## config.mk

```make
export PLATFORM = sky130hd
export DESIGN_NAME = base_abuf
export DESIGN_NICKNAME = d
export VERILOG_FILES = /design/src/rtl/base_pkg.sv /design/src/rtl/base_abuf_ptr.sv /design/src/rtl/base_abuf.sv
export SDC_FILE = /design/constraint.sdc
export NUM_CORES = 1
export LEC_CHECK = 0
export ABC_CLOCK_PERIOD_IN_PS = 2250
export BUFFER_PORTS_ARGS = -buffer_cell sky130_fd_sc_hd__buf_2
export CAP_MARGIN = 20
export CELL_PAD_IN_SITES_DETAIL_PLACEMENT = 1
export CELL_PAD_IN_SITES_GLOBAL_PLACEMENT = 2
export CORE_MARGIN = 10
export CORE_UTILIZATION = 30
export DETAILED_ROUTE_END_ITERATION = 6
export MAX_ROUTING_LAYER = met4
export PLACE_DENSITY = 0.63
export SLEW_MARGIN = 20
export SYNTH_ARGS = -nofsm -noshare
export SYNTH_HDL_FRONTEND = slang
export SYNTH_HIERARCHICAL = 1
export SYNTH_SLANG_ARGS = --single-unit
```

## constraint.sdc

```tcl
create_clock -name clk -period 2.25 [get_ports clk]
set_clock_uncertainty 0.05 [all_clocks]
set_input_delay 0.225 -clock clk [delete_from_list [all_inputs] [get_ports clk]]
set_output_delay 0.225 -clock clk [all_outputs]
set_load 0.005 [all_outputs]
```

## src/rtl/base_pkg.sv

```systemverilog
// Shared types and helpers for the base_abuf elastic buffer family.
package base_pkg;

  localparam int BASE_ABUF_MAX_DEPTH = 256;

  // Wide enough to address every entry of the deepest legal buffer.
  typedef logic [7:0] base_ptr_t;

  function automatic int base_cw(input int depth);
    return $clog2(depth + 1);
  endfunction

endpackage

```

## src/rtl/base_abuf_ptr.sv

```systemverilog
// Mod-depth wrapping pointer; advances one entry per inc, no power-of-2 assumption.
module base_abuf_ptr
  import base_pkg::*;
#(
  parameter int depth = 2
) (
  input  logic      clk,
  input  logic      reset,
  input  logic      inc,
  output base_ptr_t ptr
);

  localparam base_ptr_t last = base_ptr_t'(depth - 1);

  always_ff @(posedge clk) begin
    if (reset) begin
      ptr <= '0;
    end else if (inc) begin
      ptr <= (ptr == last) ? '0 : ptr + 8'd1;
    end
  end

endmodule

```

## src/rtl/base_abuf.sv

```systemverilog
// Multi-entry elastic buffer on a valid/ready stream; ready, valid, count and almost-full are all registered.
// Optional macro BASE_ABUF_DQ_EN zeroes o_d while the buffer is empty.
module base_abuf
  import base_pkg::*;
#(
  parameter int width     = 1,
  parameter int depth     = 2,
  parameter int afull_lvl = 1,
  localparam int cw       = base_cw(depth)
) (
  input  logic             clk,
  input  logic             reset,
  input  logic             i_v,
  input  logic [0:width-1] i_d,
  output logic             i_r,
  output logic             o_v,
  output logic [0:width-1] o_d,
  input  logic             o_r,
  output logic [0:cw-1]    o_cnt,
  output logic             o_afull
);

  localparam int aw = (depth > 1) ? $clog2(depth) : 1;
  localparam logic [cw-1:0] full_lvl = cw'(depth);
  localparam logic [cw-1:0] afull_th = cw'(depth - afull_lvl);

  logic [cw-1:0]    count;
  logic [cw-1:0]    count_nxt;
  logic             rdy_q;
  logic             vld_q;
  logic             afull_q;
  logic             push;
  logic             pop;
  base_ptr_t        wr_ptr;
  base_ptr_t        rd_ptr;
  logic [width-1:0] mem [depth];

  // Reset gates ready directly so no beat is accepted while the buffer is being flushed.
  assign i_r  = rdy_q & ~reset;
  assign push = i_v & i_r;
  assign pop  = vld_q & o_r;

  base_abuf_ptr #(.depth(depth)) u_wr_ptr (
    .clk   (clk),
    .reset (reset),
    .inc   (push),
    .ptr   (wr_ptr)
  );

  base_abuf_ptr #(.depth(depth)) u_rd_ptr (
    .clk   (clk),
    .reset (reset),
    .inc   (pop),
    .ptr   (rd_ptr)
  );

  always_ff @(posedge clk) begin
    if (push) begin
      mem[wr_ptr[aw-1:0]] <= i_d;
    end
  end

  always_comb begin
    count_nxt = count;
    case ({push, pop})
      2'b10:   count_nxt = count + 1'b1;
      2'b01:   count_nxt = count - 1'b1;
      default: count_nxt = count;
    endcase
  end

  // Flags are derived from count_nxt so they settle in the same cycle as the count itself.
  always_ff @(posedge clk) begin
    if (reset) begin
      count   <= '0;
      rdy_q   <= 1'b1;
      vld_q   <= 1'b0;
      afull_q <= 1'b0;
    end else begin
      count   <= count_nxt;
      rdy_q   <= (count_nxt != full_lvl);
      vld_q   <= (count_nxt != '0);
      afull_q <= (count_nxt >= afull_th);
    end
  end

  assign o_v     = vld_q;
  assign o_cnt   = count;
  assign o_afull = afull_q;

`ifdef BASE_ABUF_DQ_EN
  assign o_d = vld_q ? mem[rd_ptr[aw-1:0]] : '0;
`else
  assign o_d = mem[rd_ptr[aw-1:0]];
`endif

endmodule

```

==> results of run 1 <==
[critical path, cell delays in order (launching register included)]
cell and delay, ns:
dfxtp_1 0.32, nor2b_1 0.18, nand2_1 0.12, inv_1 0.22, nand4_2 0.18, or3_2 0.49, a21oi_1 0.17
[layout by cell type, fill, tap and decap left out]
cell type  synthesis  routed
a21oi_1            7       7
ha_1               5       5
a211oi_1           3       3
inv_1              3       3
and3_1             1       1
nand4_2            2       2
or3_1              1       1
edfxtp_1           2       2
dfxtp_1           20      20
xor2_1             7       7
buf_2              2      10
nor3b_1            1       1
xnor2_1            4       4
or3_2              4       4
or4_1              2       2
nand4_1            4       4
mux2_2             1       1
and2_1             1       1
nor4b_1            4       4
bufinv_16          0       1
a21o_1             3       3
nand2_1            9       9
clkbuf_4           0       3
o31ai_1            2       2
o21ai_0            5       5
nor2_1            13      13
nand3b_1           2       2
nor2b_1            1       1
[final cells by class]
type	instances	area [um2]	area share
clock buffer	3	22.5	0.0190
clock inverter	1	30.0	0.0254
inverter	3	11.3	0.00952
multi-input combinational	82	551	0.466
sequential	22	460	0.389
tap	46	57.6	0.0487
timing repair buffer	10	50.0	0.0423
[sequential cells by signal (all words and copies together) (netlist names)]
register	count
u_rd_ptr/ptr	8
u_wr_ptr/ptr	8
mem	2
o_cnt	2
o_v	1
rdy_q	1
[path summary, 6_finish.rpt]
path                                 startpoint         endpoint  slack [ns]  cells past startpoint
worst max-delay path                      rdy_q  u_wr_ptr/ptr[6]        0.47                      6
worst max register to register            rdy_q  u_wr_ptr/ptr[6]        0.47                      6
worst min register to register  u_wr_ptr/ptr[7]  u_wr_ptr/ptr[7]        0.44                      2
worst min-delay path                        i_d           mem[0]        0.06                      1
[stage by stage]
step / instances / setup WS [ns]
5_1_grt: 167 / 0.283
3_5_place_dp: 163 / 0.334
6_report: 167 / 0.474
2_1_floorplan: 110 / 0.617
3_3_place_gp: 163 / 0.466
4_1_cts: 167 / 0.454
[logic make-up (layout without fill, tap and decap cells)]
kind of cell,after synthesis,after routing,share of synthesized area
simple gates,45,45,0.250
flops,22,22,0.443
compound gates,20,20,0.116
xor+xnor,11,11,0.0927
buf+inv,6,17,0.0277
fa+ha+maj,5,5,0.0602
mux,1,1,0.0108
[power groups by stage]
stage | combinational, W | clock, W | sequential (W)
after floorplan | 0.0000927 | 0 | 0.000451
after global placement | 0.000128 | 0 | 0.000454
after detailed placement | 0.000131 | 0 | 0.000455
after CTS | 0.000133 | 0.000325 | 0.000446
after global routing | 0.000147 | 0.000338 | 0.000452
final | 0.000128 | 0.000309 | 0.000446
[metal layers]
metal  track usage  up-vias  part of all wire
met1        0.0840      376              0.44
met4        0.0215        0            0.0089
li1              -      414                 -
met2         0.144        4              0.53
met5             -        -                 0
met3        0.0270        2             0.020
==> key figures, run 1 <==
Outcome
  – Status: finished, final reports clean

Synthesis
  – Netlist cell types: 27
  – Synthesized area per cell: 9.45 um2
  – Most frequent cells after synthesis: dfxtp_1 (20), nor2_1 (13), nand2_1 (9)
  – Post-synth top area cell: dfxtp_1
  – Post-synth EDFFs: 2
  – Netlist Area Pre-Place: between 1000 and 1500 um2
  – Area contributors post-synth: dfxtp_1 (39%), ha_1 (6.0%), xor2_1 (5.9%)
  – Async S/R FF share, synth: 0
  – Most frequent cell after synthesis: dfxtp_1
  – Gate count of the mapped netlist: 110
  – Synth warn: 6
  – Syn nets: 120
  – Sequential area share after synthesis: 0.443
  – Top cell type's share of synthesized area: 0.385
  – Synthesis-stage register bit count: 22
  – Dominant synthesized flop cell: dfxtp_1

Global routing
  – Initial antenna violation count: 0
  – Overall global routing resource usage: 0.0810
  – Global route overflow: 0
  – Vias in the first global route: between 800 and 900
  – Largest net degree at the start of global routing: 14
  – First-pass GRT wire length: about 4000 um

Finish
  – Fraction of layout cells with a size suffix above 1: 0.174
  – # diodes: 0
  – Cell area after layout: between 1000 and 1500 um2
  – Final net count: 132
  – Area delta synth->final: 13.7%
  – Filler instances: 417
  – Final Util: 0.354

Floorplan
  – Die W: 78.9 um
  – Die Ht: a little under 80 um
  – Core area: about 3300 um2
  – Initial Utilization: 0.312
  – Site Rows: 21
  – Ports: 11
  – Die area: 6220 um2

STA
  – Setup TNS Final: 0 ns
  – F_max: between 500 and 600 MHz
  – Hold Fails Final Rpt: 0
  – Max Slew Vio Count: 0
  – Final Cycle Share: 0.789
  – RSZ-0062 raised after global routing: false
  – Slew headroom: 0.757
  – Slew @ Worst Pin: ~0.36 ns
  – Final Critical Period: ~1.8 ns
  – Hold WS: approximately 0.056 ns
  – Final setup fails: 0

Clock network
  – CTS root buffer: clkbuf_4
  – Post-CTS Setup Bufs: 0
  – Number of gates resized after cts: 0
  – CTS tree: yes
  – CTS Buffer Depth: 2
  – CTS H-Tree Depth: 1
  – Hold_buf cts: 0
  – Worst skew pair latency: between 0.3 and 0.4 ns
  – Worst-path clk slew: 0.14 ns
  – Clk sinks: 22
  – CTS buffer count: 3

Placed design
  – Port Buffers: 10
  – Cell Area, Placed: between 1000 and 1500 um2
  – Gp weighted congestion: a little over 0.7
  – Dpl hpwl: 1680 um

Pwr
  – Proportion of power drawn by the clock network: 0.349
  – Leak Pwr: 0.449 nW
  – Switching Power: 0.000223 W
  – Pint: roughly 0.00066 W
  – Design Power: 0.000883 W
  – Power Dens Cells: ~750 nW/um2
  – Net Sw Frac: 0.252
  – VDD IR max: ~440 uV
  – Seq pwr share: 0.505
  – Combinational fraction of design power: 0.145

Worst setup path
  – WP data arrival: ~2.0 ns
  – Setup Crit Path Kind: flop to flop
  – Max FO, Critical Path: 8
  – Req. time, crit path: around 2.5 ns
  – Crit path capture type: flop
  – CP Launch Type: flop

Detailed routing
  – Vias: 796
  – WL per Instance: about 13 um
  – ANT nets after route: 0
  – DRT Pass-1 Iters: 6
  – DRC viols: 0
  – Starting DRT DRC Count: 22
  – DR vias/cell: around 4.8
  – Routed WL: between 2000 and 2500 um

Flow run
  – Max Cap Viol: 0

Worst hold path
  – Hold crit path type: input port to flop
(Power assumes the default switching activity.)
==> inputs of run 2 (changes only) <==
--- a/config.mk
+++ b/config.mk
@@ -5,7 +5,7 @@
 export SDC_FILE = /design/constraint.sdc
 export NUM_CORES = 1
 export LEC_CHECK = 0
-export ABC_CLOCK_PERIOD_IN_PS = 2250
+export ABC_CLOCK_PERIOD_IN_PS = 1600
 export BUFFER_PORTS_ARGS = -buffer_cell sky130_fd_sc_hd__buf_2
 export CAP_MARGIN = 20
 export CELL_PAD_IN_SITES_DETAIL_PLACEMENT = 1
@@ -14,7 +14,7 @@
 export CORE_UTILIZATION = 30
 export DETAILED_ROUTE_END_ITERATION = 6
 export MAX_ROUTING_LAYER = met4
-export PLACE_DENSITY = 0.63
+export PLACE_DENSITY = 0.65
 export SLEW_MARGIN = 20
 export SYNTH_ARGS = -nofsm -noshare
 export SYNTH_HDL_FRONTEND = slang
==> constraint.sdc (replaced) <==
create_clock -name clk -period 1.6 [get_ports clk]
set_clock_uncertainty 0.05 [all_clocks]
set_input_delay 0.16 -clock clk [delete_from_list [all_inputs] [get_ports clk]]
set_output_delay 0.16 -clock clk [all_outputs]
set_load 0.005 [all_outputs]
==> run 2 against run 1 <==
- sequential share of layout area is 2.5 points lower
- highest routed layer unchanged
- first-iteration DRC count rose by 55%
- cell count increased by 4.2%
- via count is 5.5% higher
- worst hold slack gained 0.11 ns
- sequential power rose by 41%
- utilization increased by 2.6 points
- register-to-register slack worse by 0.44 ns
- combinational power grew 68%
- largest power group unchanged
- clock power rose by 38%
==> key figures, run 2 (synthesis results as in run 1) <==
Floorplan
  – Initial Utilization: 0.312 (unchanged)
  – Die Ht: 78.9 um (unchanged)
  – Die W: 78.9 um (unchanged)
  – Site Rows: 21 (unchanged)
  – Core area: 3340 um2 (unchanged)
  – Die area: 6220 um2 (unchanged)
  – Ports: 11 (unchanged)

Clock network
  – CTS buffer count: 3 (unchanged)
  – CTS tree: yes
  – Clk sinks: 22 (unchanged)
  – Post-CTS Setup Bufs: 0 (unchanged)
  – CTS H-Tree Depth: 1 (unchanged)
  – CTS root buffer: clkbuf_4
  – Worst skew pair latency: 0.30 ns (-0.02 ns)
  – Worst-path clk slew: 0.13 ns (about the same)
  – CTS Buffer Depth: 2 (unchanged)

Worst setup path
  – Critical R2R Launch: rdy_q
  – WP data arrival: 1.76 ns (-0.22 ns)
  – Crit path capture type: flop
  – Setup Crit Path Kind: flop to flop
  – Worst r2r dst: o_cnt[0]
  – Max FO, Critical Path: 6 (-2)
  – R2R setup slack: 0.03 ns (-0.44 ns)
  – CP Launch Type: flop
  – Reg2reg path depth: 5 (-1)
  – Req. time, crit path: 1.80 ns (-0.66 ns)

Global routing
  – Busiest grt layer: met2
  – Overall global routing resource usage: 0.0773 (-0.00367)
  – Met2 Use GR: 0.140 (-0.00411)
  – Initial antenna violation count: 0 (unchanged)
  – Global route overflow: 0 (unchanged)
  – Largest net degree at the start of global routing: 14 (unchanged)
  – First-pass GRT wire length: 3830 um (-4.5%)
  – M3 GR Usage: 0.0146 (-0.0124)
  – Global routing usage on met1: 0.0805 (-0.00352)
  – Vias in the first global route: 866 (+3.2%)

Finish
  – Fraction of layout cells with a size suffix above 1: 0.266 (+0.0921)
  – Largest regs: u_rd_ptr/ptr (8), u_wr_ptr/ptr (8)
  – Most frequent cells in the layout: dfxtp_1 (18), nor2_1 (13), buf_2 (10)
  – Area delta synth->final: 22.1%
  – Most common cell after layout, fill and taps aside: dfxtp_1
  – Register area: 463 um2 (+0.54%)
  – # diodes: 0 (unchanged)
  – Final net count: 139 (+5.3%)
  – Filler instances: 417 (unchanged)
  – Area of the multi-input gates: 581 um2 (+5.5%)

STA
  – Final Cycle Share: 0.978 (+0.189)
  – Max Slew Vio Count: 0 (unchanged)
  – Final Critical Period: 1.57 ns (-0.210 ns)
  – F_max: 639 MHz (+13%)
  – Final setup fails: 0 (unchanged)
  – Hold Fails Final Rpt: 0 (unchanged)
  – Slew headroom: 0.814 (+0.0575)
  – Setup TNS Final: 0 ns (unchanged)
  – RSZ-0062 raised after global routing: true
  – Hold WS: 0.163 ns (+0.107 ns)
  – Slew @ Worst Pin: 0.274 ns (-0.0851 ns)

Worst hold path
  – WHS Path Cells: 3 (+2)
  – Hold crit path type: input port to flop
  – Worst Hold Endpoint: o_cnt[0]
  – Hold Startpoint: reset

Detailed routing
  – Vias: 840 (+5.5%)
  – Starting DRT DRC Count: 34 (+55%)
  – DR vias/cell: 4.83 (+1.3%)
  – Routed WL: 2250 um (+0.63%)
  – DRC viols: 0 (unchanged)
  – DRT Pass-1 Iters: 4 (-2)
  – WL per Instance: 12.9 um (-3.4%)
  – ANT nets after route: 0 (unchanged)

Outcome
  – Status: finished, final reports clean

Pwr
  – Design Power: 0.00127 W (+44%)
  – Leak Pwr: 0.496 nW (+11%)
  – VDD IR max: 435 uV (-1.7%)
  – Power Dens Cells: 1000 nW/um2 (+34%)

Flow run
  – Max Cap Viol: 0 (unchanged)

Placed design
  – Port Buffers: 10 (unchanged)
  – Gp weighted congestion: 0.733 (+3.8%)
  – Dpl hpwl: 1790 um (+7.1%)
run 2: per-layer routing:
| layer | vias to the layer above | wire (um) |
|---|---|---|
| li1 | 427 | - |
| met1 | 407 | 1010 |
| met2 | 4 | 1170 |
| met3 | 2 | 44 |
| met4 | 0 | 28 |
| met5 | - | 0 |
run 2: timing repair:
item / CTS / global route
setup endpoints to repair: 2 / 18
hold endpoints to repair: 2 / 0
hold buffers: 1 / 0
resized for setup: 1 / 8
pin swaps: 0 / 1
run 2: power breakdown:
part / switching, W / internal, W
clock: 0.000173 / 0.000253
sequential: 0.0000389 / 0.000589
combinational: 0.000101 / 0.000114
run 2: cell type report:
| type | instances | share of cell area |
|---|---|---|
| Tap cell | 46 | 0.0453 |
| Multi-Input combinational cell | 82 | 0.457 |
| Clock buffer | 3 | 0.0177 |
| Inverter | 3 | 0.00887 |
| Sequential cell | 22 | 0.365 |
| Timing Repair Buffer | 17 | 0.0828 |
| Clock inverter | 1 | 0.0236 |
run 2: how the worst max path moves through the flow:
stage | slack [ns] | from | end
6_report | 0.03 | rdy_q | o_cnt[0]
5_1_grt | -0.06 | rdy_q | o_cnt[0]
4_1_cts | -0.008 | rdy_q | u_wr_ptr/ptr[7]
3_5_place_dp | 0.003 | rdy_q | u_wr_ptr/ptr[7]
3_3_place_gp | 0.07 | rdy_q | u_wr_ptr/ptr[7]
2_1_floorplan | 0.02 | rdy_q | u_wr_ptr/ptr[7]
run 2: stage by stage:
step	util	instances	area [um2]	setup slack [ns]
detailed placement	0.353	169	1180	0.00328
CTS	0.374	174	1250	-0.00803
floorplan	-	110	1040	0.0225
global placement	0.353	169	1180	0.0736
global route	0.381	174	1270	-0.0621
finish	0.381	174	1270	0.0346
run 2: worst max-delay path, cell delays in order, from the launching register on:
cell and delay [ns]:
dfxtp_1 0.35, nor2b_4 0.15, nand2_2 0.08, ha_1 0.36, or3_1 0.38, a21oi_1 0.13
==> inputs of run 3 (changes only) <==
--- a/config.mk
+++ b/config.mk
@@ -5,16 +5,16 @@
 export SDC_FILE = /design/constraint.sdc
 export NUM_CORES = 1
 export LEC_CHECK = 0
-export ABC_CLOCK_PERIOD_IN_PS = 1600
+export ABC_CLOCK_PERIOD_IN_PS = 1900
 export BUFFER_PORTS_ARGS = -buffer_cell sky130_fd_sc_hd__buf_2
 export CAP_MARGIN = 20
 export CELL_PAD_IN_SITES_DETAIL_PLACEMENT = 1
 export CELL_PAD_IN_SITES_GLOBAL_PLACEMENT = 2
-export CORE_MARGIN = 10
+export CORE_MARGIN = 5
 export CORE_UTILIZATION = 30
 export DETAILED_ROUTE_END_ITERATION = 6
 export MAX_ROUTING_LAYER = met4
-export PLACE_DENSITY = 0.65
+export PLACE_DENSITY = 0.63
 export SLEW_MARGIN = 20
 export SYNTH_ARGS = -nofsm -noshare
 export SYNTH_HDL_FRONTEND = slang
==> constraint.sdc (replaced) <==
create_clock -name clk -period 1.9 [get_ports clk]
set_clock_uncertainty 0.05 [all_clocks]
set_input_delay 0.19 -clock clk [delete_from_list [all_inputs] [get_ports clk]]
set_output_delay 0.19 -clock clk [all_outputs]
set_load 0.005 [all_outputs]
==> run 3 against run 2 <==
- utilization is 3.0 points lower
- flip-flop and latch count unchanged
- via count shrank 1.8%
- combinational power down 28%
- wire length is 5.3% lower
- global-route usage increased by 3.6 points
- worst hold slack got worse by 0.15 ns
- sequential share of layout area up 2.9 points
- first-iteration DRC count fell by 65%
- power fell by 29%
- clock power shrank 49%
- die area shrank 24%
- critical path type unchanged
==> key figures, run 3 (synthesis results as in run 1) <==
Outcome
  – Status: finished, final reports clean

Global routing
  – First-pass GRT wire length: 3930 um (+2.5%)
  – Initial antenna violation count: 0 (unchanged)
  – Overall global routing resource usage: 0.113 (+0.0357)
  – Global route overflow: 0 (unchanged)
  – Vias in the first global route: 850 (-1.8%)
  – Largest net degree at the start of global routing: 13 (-1)

Pwr
  – Power Dens Cells: 770 nW/um2 (-23%)
  – Leak Pwr: 0.447 nW (-9.9%)
  – VDD IR max: 272 uV (-38%)

Worst setup path
  – Reg2reg path depth: 6 (+1)
  – Crit path capture type: flop
  – Req. time, crit path: 2.09 ns (+0.29 ns)
  – Max FO, Critical Path: 6 (unchanged)
  – WP data arrival: 1.85 ns (+0.09 ns)
  – CP Launch Type: flop
  – Setup Crit Path Kind: flop to flop

STA
  – Hold Fails Final Rpt: 0 (unchanged)
  – Slew headroom: 0.792 (-0.0230)
  – Max Slew Vio Count: 0 (unchanged)
  – Slew @ Worst Pin: 0.308 ns (+0.0340 ns)
  – Final setup fails: 0 (unchanged)
  – RSZ-0062 raised after global routing: false
  – Setup TNS Final: 0 ns (unchanged)
  – Final Critical Period: 1.66 ns (+0.0902 ns)
  – Final Cycle Share: 0.871 (-0.107)
  – F_max: 604 MHz (-5.4%)

Placed design
  – Dpl cells: 165 (-2.4%)
  – Port Buffers: 10 (unchanged)
  – Gp weighted congestion: 0.755 (+3.0%)
  – Dpl hpwl: 1650 um (-8.1%)

Flow run
  – Max Cap Viol: 0 (unchanged)

Detailed routing
  – ANT nets after route: 0 (unchanged)
  – Starting DRT DRC Count: 12 (-65%)
  – Vias: 825 (-1.8%)
  – DR vias/cell: 4.88 (+1.1%)
  – Met3 wire length: 30 um (-32%)
  – Top Metal Used: met4
  – Met2 routed wirelength: 1080 um (-7.2%)
  – DRT Pass-1 Iters: 2 (-2)
  – WL per Instance: 12.6 um (-2.5%)
  – DRC viols: 0 (unchanged)
  – Routed WL: 2130 um (-5.3%)
  – Wire length on met1: 996 um (-1.4%)

Finish
  – Final net count: 134 (-3.6%)
  – # diodes: 0 (unchanged)
  – Fraction of layout cells with a size suffix above 1: 0.179 (-0.0868)
  – Most frequent cells in the layout: dfxtp_1 (20), nor2_1 (13), buf_2 (10)
  – Area delta synth->final: 12.6%
  – Largest regs: u_rd_ptr/ptr (8), u_wr_ptr/ptr (8)
  – Non-filler cells, final: 169 (-2.9%)
  – Most common cell after layout, fill and taps aside: dfxtp_1

Floorplan
  – Site Rows: 21 (unchanged)
  – Die Ht: 68.9 um (-13%)
  – Die W: 68.9 um (-13%)
  – Ports: 11 (unchanged)
  – Initial Utilization: 0.312 (unchanged)
  – Die area: 4740 um2 (-24%)
  – Core area: 3340 um2 (unchanged)

Clock network
  – CTS root buffer: clkbuf_4
  – Hold_buf cts: 0 (-1)
  – Clk sinks: 22 (unchanged)
  – Number of gates resized after cts: 0 (-1)
  – CTS H-Tree Depth: 1 (unchanged)
  – Worst skew pair latency: 0.30 ns (about the same)
  – CTS tree: yes
  – Worst-path clk slew: 0.13 ns (about the same)
  – Post-CTS Setup Bufs: 0 (unchanged)
  – CTS Buffer Depth: 2 (unchanged)
  – CTS buffer count: 3 (unchanged)

Worst hold path
  – Hold crit path type: input port to flop
  – WHS Path Cells: 1 (-2)
run 3: cell types whose count changed in the layout (fill, tap and decap cells not counted), sizes merged:
cell         change
buf              -4
bufinv           -1
clkinv           +1
dlygate4sd3      -1
run 3: worst max-delay path, stage by stage, from the launching register on:
cell	delay (ns)
dfxtp_1	0.32
nor2b_1	0.18
nand2_1	0.12
inv_1	0.12
nand4_2	0.13
or4_1	0.51
a21oi_1	0.16
run 3: stage by stage:
step | setup WS [ns] | util | hold slack (ns) | power (W) | area [um2]
after detailed placement | 0.198 | 0.343 | 0.338 | 0.000697 | 1140
final | 0.244 | 0.351 | 0.0176 | 0.000902 | 1170
after global routing | 0.0231 | 0.351 | 0.00413 | 0.000961 | 1170
after floorplan | 0.267 | - | 0.209 | 0.000644 | 1040
after global placement | 0.246 | 0.343 | 0.332 | 0.000694 | 1140
after CTS | 0.238 | 0.351 | 0.00740 | 0.000918 | 1170
run 3: area by class of cell:
cell class,count,area (um2)
timing repair buffer,12,65.1
multi-input combinational,82,551
fill,412,2170
sequential,22,460
clock buffer,3,22.5
inverter,3,11.3
tap,46,57.6
clock inverter,1,3.75
run 3: path summary, 6_finish.rpt:
check                   from         endpoint  slack, ns
min reg2reg  u_rd_ptr/ptr[7]  u_rd_ptr/ptr[7]       0.45
max reg2reg            rdy_q  u_wr_ptr/ptr[7]       0.24
min                      i_d           mem[0]       0.02
max                    rdy_q  u_wr_ptr/ptr[7]       0.24
run 3: layer usage:
metal | vias up | global-route usage
met2 | 1 | 0.177
met5 | - | -
met4 | 0 | 0.0511
met1 | 405 | 0.142
li1 | 417 | -
met3 | 2 | 0.0194
run 3: power breakdown:
group	total, W	switching (W)	internal, W
clock network	0.000219	0.000142	0.0000766
logic	0.000154	0.0000760	0.0000783
registers	0.000529	0.0000339	0.000495
